## src/rtl/ps2out.sv

```systemverilog
// ps2out: PS/2 host-to-device transmitter.
//
// Sends one command byte to a PS/2 device over the open-drain clock/data pair.
// The sequence is: hold the clock low (inhibit), pull data low as the start bit
// (request-to-send), release the clock, then shift the bits out on the
// device-generated falling edges. After that it samples the device ACK and
// waits for both lines to return high.
//
// Parameters
//   INHIBIT_CYCLES  cycles the clock line is held low before request-to-send
//   TIMEOUT_CYCLES  max cycles from clock release to ACK/line release
//
// Ports
//   clk         system clock
//   res         synchronous active-high reset
//   data        command byte, captured when a send is accepted
//   send        start strobe, honoured only while busy is low
//   busy        transfer in progress
//   done        one-cycle pulse: byte sent and ACK received
//   error       one-cycle pulse: missing ACK or timeout
//   ps2clk_in   raw PS/2 clock pin (asynchronous)
//   ps2data_in  raw PS/2 data pin (asynchronous)
//   ps2clk_oe   1 = pull PS/2 clock low
//   ps2data_oe  1 = pull PS/2 data low
//
// Build option: define PS2OUT_GLITCH_FILTER_EN to add an 8-cycle stability
// filter on the synchronised clock line. The data line is never filtered.
//
// state    | meaning
// ---------+-----------------------------------------------------------
// IDLE     | lines released, waiting for send
// INHIBIT  | clock held low for INHIBIT_CYCLES
// REQ      | clock and data both held low for one cycle (start bit)
// SHIFT    | clock released; one bit driven per device falling edge
// ACK      | stop bit out; sample device ACK on next falling edge
// WAITREL  | ACK seen; wait for clock and data to return high

module ps2out #(
    parameter int unsigned INHIBIT_CYCLES = 10000,
    parameter int unsigned TIMEOUT_CYCLES = 2000000
) (
    input  logic       clk,
    input  logic       res,
    input  logic [7:0] data,
    input  logic       send,
    output logic       busy,
    output logic       done,
    output logic       error,
    input  logic       ps2clk_in,
    input  logic       ps2data_in,
    output logic       ps2clk_oe,
    output logic       ps2data_oe
);

    // The inhibit and timeout phases never overlap, so they share one timer.
    localparam int unsigned TMR_MAX = (INHIBIT_CYCLES > TIMEOUT_CYCLES) ?
                                      INHIBIT_CYCLES : TIMEOUT_CYCLES;
    localparam int unsigned TMR_W   = $clog2(TMR_MAX + 1);

    typedef enum logic [2:0] {
        S_IDLE,
        S_INHIBIT,
        S_REQ,
        S_SHIFT,
        S_ACK,
        S_WAITREL
    } state_t;

    state_t             state_q, state_d;
    logic [9:0]         sh_q, sh_d;
    logic [3:0]         bit_cnt_q, bit_cnt_d;
    logic [TMR_W-1:0]   tmr_q, tmr_d;
    logic               data_oe_q, data_oe_d;
    logic               done_q, done_d;
    logic               error_q, error_d;

    logic               clk_s1_q, clk_s2_q;
    logic               dat_s1_q, dat_s2_q;
    logic               clk_prev_q;
    logic               clk_lvl;
    logic               clk_fall;

    // Synchronisers reset to 1 (idle bus level) so reset cannot fake an edge.
    always_ff @(posedge clk) begin
        if (res) begin
            clk_s1_q <= 1'b1;
            clk_s2_q <= 1'b1;
            dat_s1_q <= 1'b1;
            dat_s2_q <= 1'b1;
        end else begin
            clk_s1_q <= ps2clk_in;
            clk_s2_q <= clk_s1_q;
            dat_s1_q <= ps2data_in;
            dat_s2_q <= dat_s1_q;
        end
    end

`ifdef PS2OUT_GLITCH_FILTER_EN
    logic       clk_filt_q;
    logic [2:0] flt_cnt_q;

    // Filtered level follows the synchronised level only after 8 consecutive
    // samples that disagree with it; any agreeing sample restarts the count.
    always_ff @(posedge clk) begin
        if (res) begin
            clk_filt_q <= 1'b1;
            flt_cnt_q  <= '0;
        end else if (clk_s2_q == clk_filt_q) begin
            flt_cnt_q  <= '0;
        end else if (flt_cnt_q == 3'd7) begin
            clk_filt_q <= clk_s2_q;
            flt_cnt_q  <= '0;
        end else begin
            flt_cnt_q  <= flt_cnt_q + 3'd1;
        end
    end

    assign clk_lvl = clk_filt_q;
`else
    assign clk_lvl = clk_s2_q;
`endif

    always_ff @(posedge clk) begin
        if (res) begin
            clk_prev_q <= 1'b1;
        end else begin
            clk_prev_q <= clk_lvl;
        end
    end

    assign clk_fall = clk_prev_q & ~clk_lvl;

    always_ff @(posedge clk) begin
        if (res) begin
            state_q   <= S_IDLE;
            sh_q      <= '0;
            bit_cnt_q <= '0;
            tmr_q     <= '0;
            data_oe_q <= 1'b0;
            done_q    <= 1'b0;
            error_q   <= 1'b0;
        end else begin
            state_q   <= state_d;
            sh_q      <= sh_d;
            bit_cnt_q <= bit_cnt_d;
            tmr_q     <= tmr_d;
            data_oe_q <= data_oe_d;
            done_q    <= done_d;
            error_q   <= error_d;
        end
    end

    always_comb begin
        state_d   = state_q;
        sh_d      = sh_q;
        bit_cnt_d = bit_cnt_q;
        tmr_d     = tmr_q;
        data_oe_d = data_oe_q;
        done_d    = 1'b0;
        error_d   = 1'b0;

        case (state_q)
            S_IDLE: begin
                data_oe_d = 1'b0;
                if (send) begin
                    sh_d      = {1'b1, ~^data, data};
                    bit_cnt_d = '0;
                    tmr_d     = TMR_W'(INHIBIT_CYCLES - 1);
                    state_d   = S_INHIBIT;
                end
            end

            S_INHIBIT: begin
                if (tmr_q == '0) begin
                    data_oe_d = 1'b1;
                    state_d   = S_REQ;
                end else begin
                    tmr_d = tmr_q - TMR_W'(1);
                end
            end

            S_REQ: begin
                tmr_d   = TMR_W'(TIMEOUT_CYCLES - 1);
                state_d = S_SHIFT;
            end

            S_SHIFT, S_ACK, S_WAITREL: begin
                if (tmr_q == '0) begin
                    data_oe_d = 1'b0;
                    error_d   = 1'b1;
                    state_d   = S_IDLE;
                end else begin
                    tmr_d = tmr_q - TMR_W'(1);
                    if (state_q == S_SHIFT) begin
                        if (clk_fall) begin
                            // Bit 9 is the stop bit (1), i.e. a release.
                            data_oe_d = ~sh_q[bit_cnt_q];
                            bit_cnt_d = bit_cnt_q + 4'd1;
                            if (bit_cnt_q == 4'd9) begin
                                state_d = S_ACK;
                            end
                        end
                    end else if (state_q == S_ACK) begin
                        if (clk_fall) begin
                            if (!dat_s2_q) begin
                                state_d = S_WAITREL;
                            end else begin
                                data_oe_d = 1'b0;
                                error_d   = 1'b1;
                                state_d   = S_IDLE;
                            end
                        end
                    end else begin
                        if (clk_lvl && dat_s2_q) begin
                            done_d  = 1'b1;
                            state_d = S_IDLE;
                        end
                    end
                end
            end

            default: begin
                data_oe_d = 1'b0;
                state_d   = S_IDLE;
            end
        endcase
    end

    assign busy       = (state_q != S_IDLE);
    assign ps2clk_oe  = (state_q == S_INHIBIT) || (state_q == S_REQ);
    assign ps2data_oe = data_oe_q;
    assign done       = done_q;
    assign error      = error_q;

endmodule
```

## config.mk

```make
export PLATFORM = sky130hd
export DESIGN_NAME = ps2out
export DESIGN_NICKNAME = d
export VERILOG_FILES = /design/src/rtl/ps2out.sv
export SDC_FILE = /design/constraint.sdc
export NUM_CORES = 1
export LEC_CHECK = 0
export ABC_CLOCK_PERIOD_IN_PS = 2850
export BUFFER_PORTS_ARGS = -buffer_cell sky130_fd_sc_hd__buf_2
export CAP_MARGIN = 10
export CORE_MARGIN = 2
export CORE_UTILIZATION = 50
export CTS_BUF_LIST = sky130_fd_sc_hd__clkbuf_16
export CTS_CLUSTER_SIZE = 24
export DETAILED_ROUTE_END_ITERATION = 12
export GPL_TIMING_DRIVEN = 0
export PLACE_DENSITY = 0.72
export SYNTH_ARGS = -nofsm -noshare
export SYNTH_HDL_FRONTEND = slang
export SYNTH_SLANG_ARGS = --single-unit
```

## constraint.sdc

```tcl
create_clock -name clk -period 2.85 [get_ports clk]
set_clock_uncertainty 0.2 [all_clocks]
set_input_delay 0.285 -clock clk [delete_from_list [all_inputs] [get_ports clk]]
set_output_delay 0.285 -clock clk [all_outputs]
set_load 0.02 [all_outputs]
```

Word-level counts from Yosys, hierarchy flattened
Cells that the tools add are included.
W data, S select, Z words.
Cells by class
  add/subtract/negate cells: 2
  magnitude comparators: 1
  equal/unequal tests: 18
  multiplexer cells: 35
  bitwise operators: 5
  reductions and logical operators: 17
Operator list (number)
  $pmux W21 S3: 1
  $mux W21: 2
  $mux W3: 10
  $logic_not A21 Y1: 1
  $sub A21 B1 Y21 const B: 1
  $ne A4 B4 Y1 const B: 5
  $mux W4: 4
  $mux W1: 14
  $ne A2 B2 Y1 const B: 6
  $pmux W3 S4: 1
  $reduce_and A6 Y1: 2
  $pmux W4 S2: 1
  $reduce_xnor A8 Y1: 1
  $eq A3 B2 Y1 const B: 2
  $eq A3 B3 Y1 const B: 2
  $reduce_bool A3 Y1: 2
  $lt A4 B5 Y1 const B: 1
  $ne A5 B5 Y1 const B: 1
  $reduce_and A5 Y1: 1
  $reduce_or A5 Y1: 1
  $add A4 B1 Y4 const B: 1
  $bmux W1 S4: 1
  $eq A4 B4 Y1 const B: 1
  $not A1 Y1: 4
  12 further kinds: 12
Word-level totals
  register bits after elaboration: 46
  input port bits: 13
  output and inout port bits: 5
  logic and storage cells: 90

Logic depth before layout (Yosys ltp)
  word-level depth: 7
  depth in mapped cells: 8
  depth with buffers taken out: 7

Least setup slack after synthesis
Ideal clock, no wire load.
  path kind: reg2reg
  start: register tmr_q[0]
  end: register tmr_q[14]
  library setup time: 0.120 ns
  arrival time: 1.988 ns
  required time: 2.530 ns
  slack: 0.541 ns
  cell stages (with the launch flop): 8
  path buffers: 0
  period minus slack after synthesis: 2.309 ns
  cell sequence: dfxtp_1 > inv_1 > ha_1 > or4b_4 > or4_4 > a211oi_2 > a31o_2 > a21oi_1
Between the ends
  longest elaborated chain between the ends: 3
Ends and longest elaborated chain
  start, declared: RTL line 72  | logic [TMR_W-1:0] tmr_q, tmr_d;
  start signal, assigned: RTL line 146  | tmr_q <= tmr_d;
  $sub A21 B1 Y21 or $logic_not A21 Y1 (tied branches)
  $mux W21 or $ne A2 B2 Y1 (tied branches)
  $pmux W21 S3 or $reduce_and A3 Y1 (tied branches)
Parallel ways exist; a longest one is shown, timed or not. The select of a mux whose other input is x is not followed.
A chain may end at the register's enable or synchronous reset.

Worst setup path in the final report
  start: register tmr_q[0]
  end: register tmr_q[5]
Same word-level chain as after synthesis.

==> impl_results.md <==
* Status: finished, final reports clean
* Met2 WL at 3070 um
* Final WL at 6380 um
* Worst hold endpoint: sh_q[1]
* Worst path buffer plus inverter count at 2
* Mapped Area at 2570 um^2
* Critical path fanouts, max at 10
* CP peak stage delay at 0.53 ns
* Die X-Extent at 75.7 um
* Synth Area in Adders at 1.46%
* Reg2reg path depth at 8
* Worst path required time at 2.86 ns
* Final setup viols at 0
* First-pass GRT wire length at 10400 um
* Drt drc at 0
* Initial antenna violation count at 0
* Highest routed layer: met4
* Area contributors post-synth: dfxtp_1 36%, a21oi_1 7.2%, nor2_1 4.5%
* CP Class: reg2reg
* Overflow after GRT at 0
* Yosys reg bits at 46
* DR vias/cell at 5.94
* Synth area leader: dfxtp_1
* Sink Count at 46
* Synth top area share at 35.8%
* Clock tree from TritonCTS: yes
* Vias at 2470
* Total Routing Usage GR at 23.8%
* Inserted Clock Buffers at 5
* DR pass1 iterations at 4
* Pre-CTS WS at 0.323 ns
* Antenna diode count at 0
* Share of layout cells above drive strength 1 at 12.4%
* Post-synthesis compound-gate area fraction at 23.9%
* Cts hold-fix bufs at 2
* Die ar. at 5740 um^2
* CP Launch Type: flip-flop
* Area delta synth->final at 12.8%
* Worst slew margin at 51.8%
* Fillcell total at 462
* Post-DRT Antenna Nets at 0
* Die Ht at 75.7 um
* Crit end category: flip-flop
* XOR/XNOR share of the synthesized area at 4.43%
* WL met3 at 303 um
* Core Area at 5040 um^2
* Row count at 26
* VDD IR max at 0.000404 V
* Post-synth EDFFs at 0
* R2R Path End: tmr_q[5]
* Fin nets at 361
* HP Start: data[1]
* Gp weighted congestion at 0.888
* CP max-delay cell: or4b_4
* Final WS setup at 0.266 ns
* Period utilization at 90.7%
* Main synth FF type: dfxtp_1
* Root buffer cell: clkbuf_16
* Synthesis Warnings at 0
* Setup repair after global routing missed its margin: false
* Setup bufs post-CTS at 0
* Synth Instances at 320
* Crit-path leading delay family: simple AND/OR/NAND/NOR gates
* Clock Latency Late Sink at 0.29 ns
* Fin crit period at 2.58 ns
* Synth cell count leaders: 46 x dfxtp_1, 37 x a21oi_1, 31 x nor2_1
* Clk buf depth at 2
* Unique masters post-synth at 58
* Per-cell routed wire length at 15.3 um
* Area of the multi-input gates at 1550 um^2
* Max-cap violations at 0
* Fmax at 0.387 GHz
* Worst R2R Setup Slack at 0.27 ns
* Drt initial violations at 361
* IO buf count at 16
* Register area at 921 um^2
* Post-Synth Simple-Gate Area at 27.2%
* Initial Util at 51.0%
* Vias in the first global route at 2208
* HPWL after detailed placement at 4600 um
* Pin count of the biggest net entering global routing at 15
* Register area share after synthesis at 35.8%
* Critical Path AT at 2.60 ns
* Final Hold Fails at 0
* Worst-Margin Slew at 0.717 ns
* Ports at 18
* Slew Limit Fails at 0
* Syn_nets at 336
* Clock Pin Slew Worst Setup and Hold Paths at 0.06 ns
* Hold Path Depth at 3
* Largest family of logic cells by synthesized area: simple AND/OR/NAND/NOR gates
* Async S/R FF share, synth at 0%
* Worst r2r src: tmr_q[0]
* Post-synthesis mux area share at 3.40%
* Worst hold path type: in2reg
* Most common cell in the netlist: dfxtp_1
* Post-CTS sizing at 0
* H-tree Lvls at 2
* Power Density at 974 nW/um^2
* TNS Setup at 0 ns
* Pleak at 0.00101 uW
* Post-Route M1 WL at 2900 um
* Mean Syn Cell Area at 8.04 um^2
* Critical path cell sequence: inv_1, ha_1, or4b_4, nand4b_4, o21ai_1, buf_2, o21ai_0, a21oi_1
[per-stage QoR]
step                power (uW)  area, um^2  cells  utilization, %  hold WS [ns]
CTS                       2800        2900    416            57.5        0.0548
global placement          2220        2740    406            54.3         0.191
detailed placement        2240        2740    406            54.3         0.198
floorplan                 1920        2570    320               -         0.189
finish                    2830        2900    416            57.5        0.0520
global route              3020        2900    416            57.5        0.0632
[area by class of cell]
class | count | share of cell area (%)
flip-flops and latches | 46 | 31.7
clock buffers | 5 | 4.31
plain buffers | 19 | 2.50
clock inverters | 3 | 0.561
well taps | 70 | 3.02
repair buffers | 18 | 3.45
inverters | 7 | 0.906
multi-input cells | 248 | 53.5
[power breakdown]
part	internal (uW)	switching (uW)	leakage, uW
Combinational	482	881	0.000563
Clock	320	238	0.0000689
Sequential	773	130	0.000377
[sequential cells by signal, indices dropped and copies added (netlist names)]
register	count
dat_s1_q	1
tmr_q	21
error	1
state_q	3
dat_s2_q	1
clk_prev_q	1
sh_q	10
clk_s1_q	1
done	1
bit_cnt_q	4
ps2data_oe	1
clk_lvl	1
[worst reg2reg max path: cells and delay by family (launching register included)]
family                     cells  cell delay, ns
and+or+nand+nor                2            0.79
AOI/OAI and AO/OA              3            0.59
DFF                            1            0.36
buffers and inverters          2            0.35
adders and majority gates      1            0.24
[kinds of logic after synthesis]
group                      count (synthesis)
buffers and inverters                     26
xor gates and xnor gates                  13
AOI/OAI and AO/OA                         99
adders and majority gates                  3
muxes                                      6
DFF                                       46
and+or+nand+nor                          127
[placed cells by master, fill, tap and decap left out, types with 2 or more instances in the layout]
master / n
nand4_1: 8
nor2_1: 31
nand2b_1: 10
a211oi_1: 4
o21ai_1: 3
ha_1: 3
a21oi_1: 37
mux4_2: 2
o21a_1: 2
a311oi_1: 3
clkbuf_1: 17
dlygate4sd3_1: 2
o22ai_1: 2
clkbuf_16: 5
nor2b_1: 5
o31a_1: 2
nor4_1: 5
clkinv_1: 2
o21ai_0: 22
a21o_1: 3
xor2_1: 3
xnor2_1: 10
nor3_1: 13
nand3_1: 2
or2_2: 5
a31oi_1: 7
nand3b_1: 3
mux2i_1: 2
dfxtp_1: 46
nand2_1: 29
a2111oi_2: 2
o211ai_1: 3
nor4_2: 2
buf_2: 17
inv_1: 7
[how the worst max path moves through the flow]
stage,startpoint,to,slack (ns),cells after the start
after global routing,tmr_q[0],tmr_q[1],0.09,7
after CTS,tmr_q[0],tmr_q[5],0.29,8
after global placement,tmr_q[0],bit_cnt_q[1],0.33,7
after detailed placement,tmr_q[0],bit_cnt_q[1],0.32,7
after floorplan,tmr_q[0],tmr_q[14],0.54,7
final,tmr_q[0],tmr_q[5],0.27,8
[metal layers]
metal | global-route usage (%) | vias to the layer above
li1 | - | 1218
met1 | 32.5 | 1147
met2 | 37.8 | 93
met3 | 4.50 | 12
met4 | 7.99 | 0
met5 | 0 | -
Power figures use the tool's default switching activity.
